==> src/rtl/dmem_pkg.sv <==
// rtl/dmem_pkg.sv - shared types and default widths for the data memory arbiter
package dmem_pkg;

  localparam int DMEM_ADDR_W = 8;
  localparam int DMEM_DATA_W = 32;

  typedef enum logic {
    ST_IDLE = 1'b0,
    ST_ACK  = 1'b1
  } dmem_state_e;

endpackage

==> src/rtl/dmem_arbiter.sv <==
// rtl/dmem_arbiter.sv - data memory arbiter: pipeline priority, starvation-bounded debug port
module dmem_arbiter
  import dmem_pkg::*;
#(
  parameter int ADDR_W     = DMEM_ADDR_W,
  parameter int DATA_W     = DMEM_DATA_W,
  parameter int STARVE_MAX = 4
) (
  input  logic              clk,
  input  logic              rst_n,
  input  logic              pipe_req,
  input  logic              pipe_we,
  input  logic [ADDR_W-1:0] pipe_addr,
  input  logic [DATA_W-1:0] pipe_wdata,
  output logic [DATA_W-1:0] pipe_rdata,
  output logic              pipe_stall,
  input  logic              dbg_req,
  input  logic              dbg_we,
  input  logic [ADDR_W-1:0] dbg_addr,
  input  logic [DATA_W-1:0] dbg_wdata,
  output logic              dbg_ack,
  output logic [DATA_W-1:0] dbg_rdata,
  output logic [ADDR_W-1:0] mem_addr,
  output logic [DATA_W-1:0] mem_din,
  output logic              mem_we,
  input  logic [DATA_W-1:0] mem_dout
);

  localparam int CNT_W = (STARVE_MAX < 1) ? 1 : $clog2(STARVE_MAX + 1);
  localparam logic [CNT_W-1:0] CNT_MAX = CNT_W'(STARVE_MAX);

  dmem_state_e       state_q, state_d;
  logic [CNT_W-1:0]  starve_cnt_q, starve_cnt_d;
  logic [DATA_W-1:0] dbg_rdata_q, dbg_rdata_d;
  logic              dbg_grant;

  always_comb begin
    state_d      = state_q;
    starve_cnt_d = starve_cnt_q;
    dbg_rdata_d  = dbg_rdata_q;
    dbg_grant    = (state_q == ST_IDLE) && dbg_req &&
                   (!pipe_req || (starve_cnt_q == CNT_MAX));

    case (state_q)
      ST_IDLE: begin
        if (dbg_grant) begin
          state_d      = ST_ACK;
          starve_cnt_d = '0;
          if (!dbg_we) dbg_rdata_d = mem_dout;
        end else if (!dbg_req) begin
          starve_cnt_d = '0;
        end else if (pipe_req && (starve_cnt_q != CNT_MAX)) begin
          starve_cnt_d = starve_cnt_q + CNT_W'(1);
        end
      end
      // Pipeline always owns the ACK cycle, so debug cannot win twice in a row.
      ST_ACK:  state_d = ST_IDLE;
      default: state_d = ST_IDLE;
    endcase
  end

  always_ff @(posedge clk or negedge rst_n) begin
    if (!rst_n) begin
      state_q      <= ST_IDLE;
      starve_cnt_q <= '0;
      dbg_rdata_q  <= '0;
    end else begin
      state_q      <= state_d;
      starve_cnt_q <= starve_cnt_d;
      dbg_rdata_q  <= dbg_rdata_d;
    end
  end

  // Strobes are gated by rst_n so memory stays untouched while reset is held.
  always_comb begin
    mem_addr   = dbg_grant ? dbg_addr  : pipe_addr;
    mem_din    = dbg_grant ? dbg_wdata : pipe_wdata;
    mem_we     = rst_n && (dbg_grant ? dbg_we : (pipe_req && pipe_we));
    pipe_stall = rst_n && pipe_req && dbg_grant;
    pipe_rdata = dbg_grant ? '0 : mem_dout;
  end

  assign dbg_ack   = (state_q == ST_ACK);
  assign dbg_rdata = dbg_rdata_q;

endmodule

==> config.mk <==
export PLATFORM = sky130hd
export DESIGN_NAME = dmem_arbiter
export DESIGN_NICKNAME = d
export VERILOG_FILES = /design/src/rtl/dmem_pkg.sv /design/src/rtl/dmem_arbiter.sv
export SDC_FILE = /design/constraint.sdc
export NUM_CORES = 1
export LEC_CHECK = 0
export BUFFER_PORTS_ARGS = -buffer_cell sky130_fd_sc_hd__buf_2
export CAP_MARGIN = 30
export CORE_AREA = 3 3 85 87
export CTS_CLUSTER_DIAMETER = 80
export DETAILED_ROUTE_END_ITERATION = 6
export DIE_AREA = 0 0 88 90
export GPL_TIMING_DRIVEN = 0
export PLACE_DENSITY = 0.77
export SYNTH_ARGS = -nofsm -noshare
export SYNTH_HDL_FRONTEND = slang
export SYNTH_SLANG_ARGS = --single-unit
export TNS_END_PERCENT = 30
==> constraint.sdc <==
create_clock -name clk -period 4.3 [get_ports clk]
set_input_delay 0.86 -clock clk [delete_from_list [all_inputs] [get_ports clk]]
set_output_delay 0.86 -clock clk [all_outputs]
set_load 0.03 [all_outputs]
==> results of run 1 <==
==> state kept, by name, summed over array words and instances, names as in the netlist <==
signal        cells
dbg_rdata        32
starve_cnt_q      3
dbg_ack           1
==> through the flow <==
step,instances,power [mW]
global placement,477,1.07
global route,485,1.39
detailed placement,477,1.08
finish,485,1.32
CTS,485,1.33
floorplan,176,0.872
==> cells by family after synthesis <==
logic type                 count (synthesis)  share of synthesized area (%)
AOI/OAI and AO/OA                          4                           1.50
muxes                                     72                           41.0
DFF                                       36                           40.0
buffers and inverters                     15                           3.83
and+or+nand+nor                           47                           12.7
adders and majority gates                  2                           1.11
==> placed cells by master (no fill, tap or decap) <==
| master | Yosys | final |
|---|---|---|
| sky130_fd_sc_hd__a21boi_2 | 1 | 1 |
| sky130_fd_sc_hd__a32o_1 | 1 | 1 |
| sky130_fd_sc_hd__and3_1 | 2 | 2 |
| sky130_fd_sc_hd__buf_2 | 6 | 230 |
| sky130_fd_sc_hd__buf_6 | 3 | 3 |
| sky130_fd_sc_hd__clkbuf_1 | 4 | 5 |
| sky130_fd_sc_hd__clkbuf_8 | 0 | 6 |
| sky130_fd_sc_hd__clkinvlp_4 | 0 | 1 |
| sky130_fd_sc_hd__dfrtp_1 | 36 | 36 |
| sky130_fd_sc_hd__ha_1 | 2 | 2 |
| sky130_fd_sc_hd__inv_1 | 2 | 2 |
| sky130_fd_sc_hd__mux2_1 | 2 | 2 |
| sky130_fd_sc_hd__mux2_2 | 40 | 40 |
| sky130_fd_sc_hd__mux2_4 | 30 | 30 |
| sky130_fd_sc_hd__nand2_1 | 5 | 5 |
| sky130_fd_sc_hd__nand3_1 | 2 | 2 |
| sky130_fd_sc_hd__nand4b_1 | 1 | 1 |
| sky130_fd_sc_hd__nor2_1 | 1 | 1 |
| sky130_fd_sc_hd__nor2b_1 | 33 | 33 |
| sky130_fd_sc_hd__nor3b_1 | 2 | 2 |
| sky130_fd_sc_hd__o211ai_1 | 1 | 1 |
| sky130_fd_sc_hd__o21ai_0 | 1 | 1 |
| sky130_fd_sc_hd__or4b_1 | 1 | 1 |
==> layout make-up <==
cell class                      instances  area share (%)
Timing Repair Buffer                  224            31.4
Clock buffer                            7            2.42
Sequential cell                        36            25.3
Buffer                                 13            2.21
Multi-Input combinational cell        125            35.5
Clock inverter                          1           0.211
Inverter                                2           0.211
Tap cell                               77            2.70
==> metal layers <==
layer | vias to the layer above | GRT usage (%) | part of all wire, %
met5 | - | 0 | 0
met4 | 0 | 4.09 | 0.93
met3 | 6 | 3.11 | 8.8
met2 | 135 | 30.0 | 50
met1 | 999 | 21.0 | 40
li1 | 1074 | - | -
==> power groups by stage <==
stage / Combinational, mW / Clock (mW) / Sequential, mW
after global placement: 0.627 / 0 / 0.448
final: 0.628 / 0.243 / 0.445
after detailed placement: 0.632 / 0 / 0.452
after CTS: 0.635 / 0.254 / 0.446
after global routing: 0.663 / 0.267 / 0.455
after floorplan: 0.285 / 0 / 0.587
==> worst max-delay path by stage <==
stage / startpoint / endpoint / cells past startpoint
6_report: pipe_req / mem_din[11] / 7
5_1_grt: pipe_req / mem_din[27] / 7
4_1_cts: pipe_req / mem_din[26] / 7
3_5_place_dp: pipe_req / mem_din[26] / 7
3_3_place_gp: pipe_req / mem_din[27] / 7
2_1_floorplan: pipe_req / mem_din[10] / 5
==> results.md, run 1 <==
- For this run, the total global-route usage over all layers was measured as 17.0%.
- Summing all placed instances gives a cell area of 0.00347 mm2.
- After routing, the total negative slack on setup checks comes to 0 ns.
- Among all stages on the critical path, the largest delay is contributed by sky130_fd_sc_hd__mux2_2.
- The post-placement worst setup slack is 0.815 ns.
- The depth of the worst register-to-register path is 7.
- Clock skew on the completed layout was measured at 0.00445 ns.
- In this run the biggest area consumer among cell types represents 40.0% of the synthesized area.
- In this run the most critical hold path is launched from dbg_rdata[2].
- The via count of the first global-routing pass came to 2239.
- In the final layout, flip-flops and latches occupy 901 um2.
- The number of remaining DRC errors is 0.
- The run finished with clean final reports.
- Final hold analysis gives a worst-case slack of 0.495 ns.
- The starting utilization of the core area is 35.1%.
- The placer's final routability congestion estimate is 0.826.
- After detailed routing, the average wire length per cell comes to 14.7 um.
- The post-route worst setup slack is 0.841 ns.
- On the critical path the largest part of the delay comes from buffers and inverters.
- 225 I/O pins were placed.
- For this design the ratio of total power to cell area is 369 mW/mm2.
- The post-synth net total is 296.
- Walking the worst path, the cells encountered are buf_2 -> a21boi_2 -> nor3b_1 -> buf_2 -> buf_2 -> mux2_2 -> buf_2.
- Max-cap violations in this run came to 0.
- The slew at the pin closest to its max-slew limit is 0.810 ns.
- The critical path contains buffers and inverters numbering 4 combined.
- By area the synthesized netlist is led by sky130_fd_sc_hd__dfrtp_1, sky130_fd_sc_hd__mux2_2, sky130_fd_sc_hd__mux2_4.
- The share of post-route cells with drive strength above 1 is 76.2%.
- The count of routing violations after the opening detailed-route iteration is 51.
- The register-to-register setup slack is 2.29 ns.
- The number of antenna diodes in the final layout is 0.
- Of the total power, registers draw 33.8%.
- The end of the worst hold path is dbg_rdata[2].
- The finished cells cover 0.00357 mm2.
- The leakage dissipation is 2.02 nW.
- After layout, the worst path uses 80.4% of the clock period.
- The number of setup buffers added after CTS is 0.
- Clock-pin slew was measured on the worst setup and hold paths at 0.07 ns.
- The synthesized cell area is 0.00225 mm2.
- The first global-routing pass estimated 10900 um of wire.
- The half-perimeter wire length of the detailed placement result is 5960 um.
- In this run, post-CTS hold repair placed 0 buffers.
- The post-synthesis cell count is 176.
- The count of final setup violators is 0.
- sky130_fd_sc_hd__dfrtp_1 takes more of the synthesized area than any other cell.
- The switching power of the nets is 0.529 mW.
- Combinational cells account for 47.7% of the total power.
- The startpoint-to-endpoint class of the critical path is primary input to output port.
- Counting flops and latches in the post-synthesis netlist gives 36.
- Measured against its own limit, the worst slew margin works out to 46.0%.
- CTS saw 36 sinks.
- The maximum clock insertion buffer count is 2.
- The cell seen most often among critical-path stages is sky130_fd_sc_hd__buf_2.
- The total number of placement rows is 29.
- Yosys mapped a number of flops with a built-in enable equal to 0.
- The share of synthesized area occupied by flip-flops and latches is 40.0%.
- The number of pins exceeding their max-slew limit in the final report is 0.
- The die is 90 um tall.
- Net switching is 40.2% of the power.
- The total area of multi-input combinational cells is 0.00127 mm2.
- The instance count along the most critical hold path is 1.
- The die covers 0.00792 mm2.
- Clock latency on the worst-skew pair, taken at its later pin, is 0.28 ns.
- The commonest cells after synthesis are sky130_fd_sc_hd__mux2_2, sky130_fd_sc_hd__dfrtp_1, sky130_fd_sc_hd__nor2b_1, sky130_fd_sc_hd__mux2_4, sky130_fd_sc_hd__buf_2.
- In this run, distinct cell masters in the synthesized netlist total 21.
- The highest fanout seen on the critical path is 10.
- The core region is 0.00642 mm2.
- In this run the horizontal extent of the chip is 88 um.
- The kind of capture point of the worst setup path is an output port.
- The dominant cell by count in the synthesized netlist is sky130_fd_sc_hd__mux2_2.
- The remaining global-route overflow is 0.
- The worst-case IR drop observed on VDD is 0.000174 V.
- The clock tree synthesis step divided the H-tree into 2 levels.
- The number of detailed-route iterations in the first pass is 4.
- The tree is rooted in a sky130_fd_sc_hd__clkbuf_8.
- Cell internal power was estimated by the tool at 0.788 mW.
- Post-CTS repair changed the size of 0 cells.
- The primary flip-flop cell chosen by synthesis mapping is sky130_fd_sc_hd__dfrtp_1.
- Cells fill 55.5% of the core in the end.
- The final-report hold violation count is 0.
- In this run the critical register-to-register path is captured at dbg_rdata[24].
- Derived from the worst setup path, the maximum achievable clock frequency is 289 MHz.
- Setup repair after global routing left no endpoint under its margin.
- The net count of the finished layout is 527.
- The total CTS buffers is 5.
- The routed via count divided by cell count is 4.56.
- In this run the critical register-to-register path is launched from starve_cnt_q[0].
- The final antenna-violating net count is 0.
- The final route contains 2214 vias.
- TritonCTS built the clock tree.
- The initial antenna violation count is 0.
- STA classifies the critical path startpoint as a primary input.
- The share of total power in the clock network is 18.5%.
- The proportion of synthesized flip-flops having asynchronous set or reset is 100%.
- The path class of the tightest hold or removal check is register to register.
- The maximum number of pins on one net before global-route repair is 40.
- The required arrival time at the worst endpoint is 3.44 ns.
- The mean cell area of the mapped netlist is 12.8 um2.
- For the finished layout, the period the worst path requires is 3.46 ns.
- The warning count from the yosys run is 0.
- The arrival time at the worst endpoint is 2.60 ns.
- The layout overhead on the synthesized area is 58.2%.
- Input and output buffers added on the ports amount to 224.
- For this run, the slowest stage of the critical path takes 0.38 ns.
- Summed over all layers, the routed wires come to 7110 um.
- Counting the fill cells in the layout gives 571.
Power figures use the tool's default switching activity.
==> run 2: changes to the inputs <==
--- a/config.mk
+++ b/config.mk
@@ -5,12 +5,13 @@
 export SDC_FILE = /design/constraint.sdc
 export NUM_CORES = 1
 export LEC_CHECK = 0
+export ABC_AREA = 1
 export BUFFER_PORTS_ARGS = -buffer_cell sky130_fd_sc_hd__buf_2
 export CAP_MARGIN = 30
-export CORE_AREA = 3 3 85 87
+export CORE_MARGIN = 3
+export CORE_UTILIZATION = 33
 export CTS_CLUSTER_DIAMETER = 80
 export DETAILED_ROUTE_END_ITERATION = 6
-export DIE_AREA = 0 0 88 90
 export GPL_TIMING_DRIVEN = 0
 export PLACE_DENSITY = 0.77
 export SYNTH_ARGS = -nofsm -noshare
==> constraint.sdc (replaced) <==
create_clock -name clk -period 2.95 [get_ports clk]
set_input_delay 0.59 -clock clk [delete_from_list [all_inputs] [get_ports clk]]
set_output_delay 0.59 -clock clk [all_outputs]
set_load 0.03 [all_outputs]
==> run 2 against run 1 <==
Register-to-register slack got worse by 0.83 ns. Clock-buffer cell count down 1. Die area increased by 2.8%. Largest cell class is now non-clock buffers.
==> results.md, run 2 <==
- The total clock sinks is 36 (unchanged).
- The startpoint-to-endpoint class of the critical path is register to output port (was primary input to output port).
- The total power of the final layout is 1.80 mW (was 1.32 mW).
- The highest fanout seen on the critical path was 10 (unchanged).
- The share of post-route cells with drive strength above 1 was 42.5% (was 76.2%).
- The design internal power is 0.994 mW (was 0.788 mW).
- The maximum clock insertion buffer count was 2 (unchanged).
- The routed wire length per instance is 12.7 um (was 14.7 um).
- The power density over the cells is 493 mW/mm2 (was 369 mW/mm2).
- The worst slack on hold paths came to 0.413 ns (was 0.495 ns).
- The required arrival time at the worst endpoint is 2.36 ns (was 3.44 ns).
- The setup skew after layout came to 0.00640 ns (was 0.00445 ns).
- The mean cell area of the mapped netlist came to 6.34 um2 (was 12.8 um2).
- The primary flip-flop cell chosen by synthesis mapping is sky130_fd_sc_hd__dfrtp_1 (unchanged).
- The count of inserted antenna diode cells is 0 (unchanged).
- The wire length of the first global-routing pass is 14000 um (was 10900 um).
- The width of the die is 90.2 um (was 88 um).
- The kind of start point of the critical path is a register (was primary input).
- The post-cts resize count is 0 (unchanged).
- The leakage dissipation is 2.45 nW (was 2.02 nW).
- The post-synthesis cell count is 369 (was 176).
- The placed instance count is 689 (was 477).
- The half-perimeter wire length of the detailed placement result came to 7180 um (was 5960 um).
- The aggregate routed wire length is 8810 um (was 7110 um).
- The number of flip-flops in the largest register is 32 (unchanged).
- The filler-free cell count of the finished design is 696 (was 485).
- Synth top area cells: sky130_fd_sc_hd__dfrtp_1, sky130_fd_sc_hd__nand2_1, sky130_fd_sc_hd__nand4_1 (was sky130_fd_sc_hd__dfrtp_1, sky130_fd_sc_hd__mux2_2, sky130_fd_sc_hd__mux2_4).
- The die outline area is 0.00814 mm2 (was 0.00792 mm2).
- The count of max-cap constraint violations is 0 (unchanged).
- The final-report hold violation count is 0 (unchanged).
- The placer's final routability congestion estimate is 0.888 (was 0.826).
- The maximum number of pins on one net before global-route repair was 39 (was 40).
- The via count of the first global-routing pass is 2923 (was 2239).
- The count of H-tree levels built during CTS came to 2 (unchanged).
- The leading cell type in the layout, fill and taps excluded is sky130_fd_sc_hd__buf_2 (unchanged).
- For this run, the top clock speed supported by timing is 404 MHz.
- The share of total power in the clock network is 18.3% (was 18.5%).
- The count of distinct cell types in the synthesized netlist is 18 (was 21).
- The fraction of power consumed by combinational cells was 47.0% (was 47.7%).
- The vertical die dimension is 90.2 um (was 90 um).
- The kind of capture point of the worst setup path is an output port (unchanged).
- Result of the run: finished, final reports clean (unchanged).
- The placeable core region is 0.00683 mm2 (was 0.00642 mm2).
- Post-synth top cells: sky130_fd_sc_hd__nand2_1, sky130_fd_sc_hd__inv_1, sky130_fd_sc_hd__dfrtp_1, sky130_fd_sc_hd__nor2_1, sky130_fd_sc_hd__nand4_1 (was sky130_fd_sc_hd__mux2_2, sky130_fd_sc_hd__dfrtp_1, sky130_fd_sc_hd__nor2b_1, sky130_fd_sc_hd__mux2_4, sky130_fd_sc_hd__buf_2).
- The proportion of synthesized flip-flops having asynchronous set or reset is 100% (unchanged).
- Highest-count cells in the layout ignoring fill and taps: sky130_fd_sc_hd__buf_2, sky130_fd_sc_hd__nand2_1, sky130_fd_sc_hd__inv_1 (was sky130_fd_sc_hd__buf_2, sky130_fd_sc_hd__mux2_2, sky130_fd_sc_hd__dfrtp_1).
- The post-placement worst setup slack is 0.608 ns (was 0.815 ns).
- The source-to-sink clock delay at the later pin of the worst-skew pair is 0.28 ns (about the same).
- The arrival time at the worst endpoint is 1.89 ns (was 2.60 ns).
- The final net count is 720 (was 527).
- The total routing usage reported by global routing was 20.7% (was 17.0%).
- The initial antenna violation count is 0 (unchanged).
- The number of buffers inserted by hold repair at cts is 0 (unchanged).
- The starting utilization of the core area is 34.3% (was 35.1%).
- The maximum vdd drop came to 0.000157 V (was 0.000174 V).
- The count of routing violations after the opening detailed-route iteration was 81 (was 51).
- Of the available clock period, the critical path in the final layout requires 84.0%.
- The switching power of the nets came to 0.809 mW (was 0.529 mW).
- The warning count from the yosys run is 0 (unchanged).
- The number of remaining DRC errors was 0 (unchanged).
- The slew at the pin closest to its max-slew limit was 0.853 ns (was 0.810 ns).
- The top-level port count is 225 (unchanged).
- The clock slew seen by the registers of the worst setup and hold paths was 0.07 ns (about the same).
- The final antenna-violating net count is 0 (unchanged).
- The TritonCTS clock tree is yes (unchanged).
- The fraction of power spent switching nets is 44.9% (was 40.2%).
- The count of final setup violators was 0 (unchanged).
- The number of flip-flops and latches in the synthesized netlist is 36 (unchanged).
- The number of setup buffers added after CTS came to 0 (unchanged).
- The dominant cell by count in the synthesized netlist is sky130_fd_sc_hd__nand2_1 (was sky130_fd_sc_hd__mux2_2).
- The total number of placement rows is 30 (was 29).
- The share of the synthesized area in the top cell type is 38.5% (was 40.0%).
- The post-synth net total is 489 (was 296).
- The cell taking the most area after synthesis is sky130_fd_sc_hd__dfrtp_1 (unchanged).
- The normalized max-slew margin came to 43.2% (was 46.0%).
- The number of detailed-route iterations in the first pass is 4 (unchanged).
- The buffer cell driving the clock tree root is sky130_fd_sc_hd__clkbuf_8 (unchanged).
- The post-route worst setup slack came to 0.472 ns (was 0.841 ns).
- The number of synthesized flops with an enable pin was 0 (unchanged).
- The setup total negative slack is 0 ns (unchanged).
- Subtracting the final worst setup slack from the clock period gives 2.48 ns.
- Unrepaired setup endpoints after global routing: no (unchanged).
- The sequential share of power is 34.6% (was 33.8%).
- The number of pins exceeding their max-slew limit in the final report is 0 (unchanged).
- The share of synthesized area occupied by flip-flops and latches was 38.5% (was 40.0%).
- The layout overhead on the synthesized area is 56.3% (was 58.2%).
- The path category of the worst min-delay check was primary input to async pin (was register to register).
- The remaining global-route overflow is 0 (unchanged).
- The routed via count divided by cell count is 4.50 (was 4.56).
- The total via count after detailed routing is 3134 (was 2214).
- The port buffer count is 224 (unchanged).
- The total CTS buffers was 5 (unchanged).
- The synthesized cell area was 0.00234 mm2 (was 0.00225 mm2).
run 2: changes by cell type after synthesis, moves of 3 or more:
cell                      change
sky130_fd_sc_hd__buf_4        +3
sky130_fd_sc_hd__inv_1       +36
sky130_fd_sc_hd__buf_2        +7
sky130_fd_sc_hd__nor2_1      +34
sky130_fd_sc_hd__mux2_2      -40
sky130_fd_sc_hd__nor2b_1     -33
sky130_fd_sc_hd__nand4_1     +32
sky130_fd_sc_hd__mux2_4      -30
sky130_fd_sc_hd__nand2_1    +189
run 2: path summary, 6_finish.rpt:
path                                       from               to  slack, ns  cells after the start
worst max-delay path            starve_cnt_q[0]      mem_din[29]       0.47                      9
worst max register to register  starve_cnt_q[0]    dbg_rdata[31]       1.46                      8
min in group clk                  dbg_rdata[17]    dbg_rdata[17]       0.47                      2
worst min-delay path                      rst_n     dbg_rdata[0]       0.41                      1
max in group asynchronous                 rst_n  starve_cnt_q[0]       2.00                      1
worst min register to register    dbg_rdata[17]    dbg_rdata[17]       0.47                      2
run 2: kinds of logic (layout without fill, tap and decap cells):
kind of cell / after synthesis / count (layout) / synth area share [%]
simple gates: 265 / 265 / 46.9
buf+inv: 62 / 293 / 12.5
flops: 36 / 36 / 38.5
compound gates: 3 / 3 / 0.641
fa+ha+maj: 2 / 2 / 1.07
xor+xnor: 1 / 1 / 0.374
run 2: power groups by stage:
| stage | logic (mW) | clock network [mW] | registers, mW |
|---|---|---|---|
| floorplan | 0.366 | 0 | 0.804 |
| global placement | 0.842 | 0 | 0.629 |
| detailed placement | 0.854 | 0 | 0.633 |
| CTS | 0.856 | 0.338 | 0.624 |
| global route | 0.917 | 0.357 | 0.633 |
| finish | 0.848 | 0.331 | 0.624 |
run 2: layer usage:
| layer | wire length [um] | vias to the layer above | track usage [%] | share of wire [%] |
|---|---|---|---|---|
| met2 | 4660 | 126 | 39.3 | 53 |
| met4 | 127 | 0 | 4.97 | 1.4 |
| met1 | 3480 | 1409 | 23.4 | 39 |
| met5 | 0 | - | 0 | 0 |
| met3 | 551 | 15 | 4.27 | 6.3 |
| li1 | - | 1584 | - | - |
run 2: worst max-delay path, cell delays in order, from the launching register on:
cell,delay (ns)
sky130_fd_sc_hd__dfrtp_1,0.35
sky130_fd_sc_hd__inv_1,0.07
sky130_fd_sc_hd__ha_1,0.19
sky130_fd_sc_hd__nand2_1,0.07
sky130_fd_sc_hd__nand2_2,0.14
sky130_fd_sc_hd__nand2_4,0.15
sky130_fd_sc_hd__buf_2,0.23
sky130_fd_sc_hd__nand2_1,0.13
sky130_fd_sc_hd__nand2_1,0.09
sky130_fd_sc_hd__buf_2,0.19
run 2: area by class of cell:
cell class	count	area (um2)
fill	747	3170
multi-input combinational	271	1150
timing repair buffer	224	1120
sequential	36	901
inverter	39	149
buffer	23	144
tap	96	120
clock buffer	6	72.6
clock inverter	1	5.00
run 2: metrics by stage:
step,utilization (%),instance area [um2]
2_1_floorplan,-,2340
3_3_place_gp,52.4,3580
3_5_place_dp,52.4,3580
4_1_cts,53.6,3660
5_1_grt,53.6,3660
6_report,53.6,3660
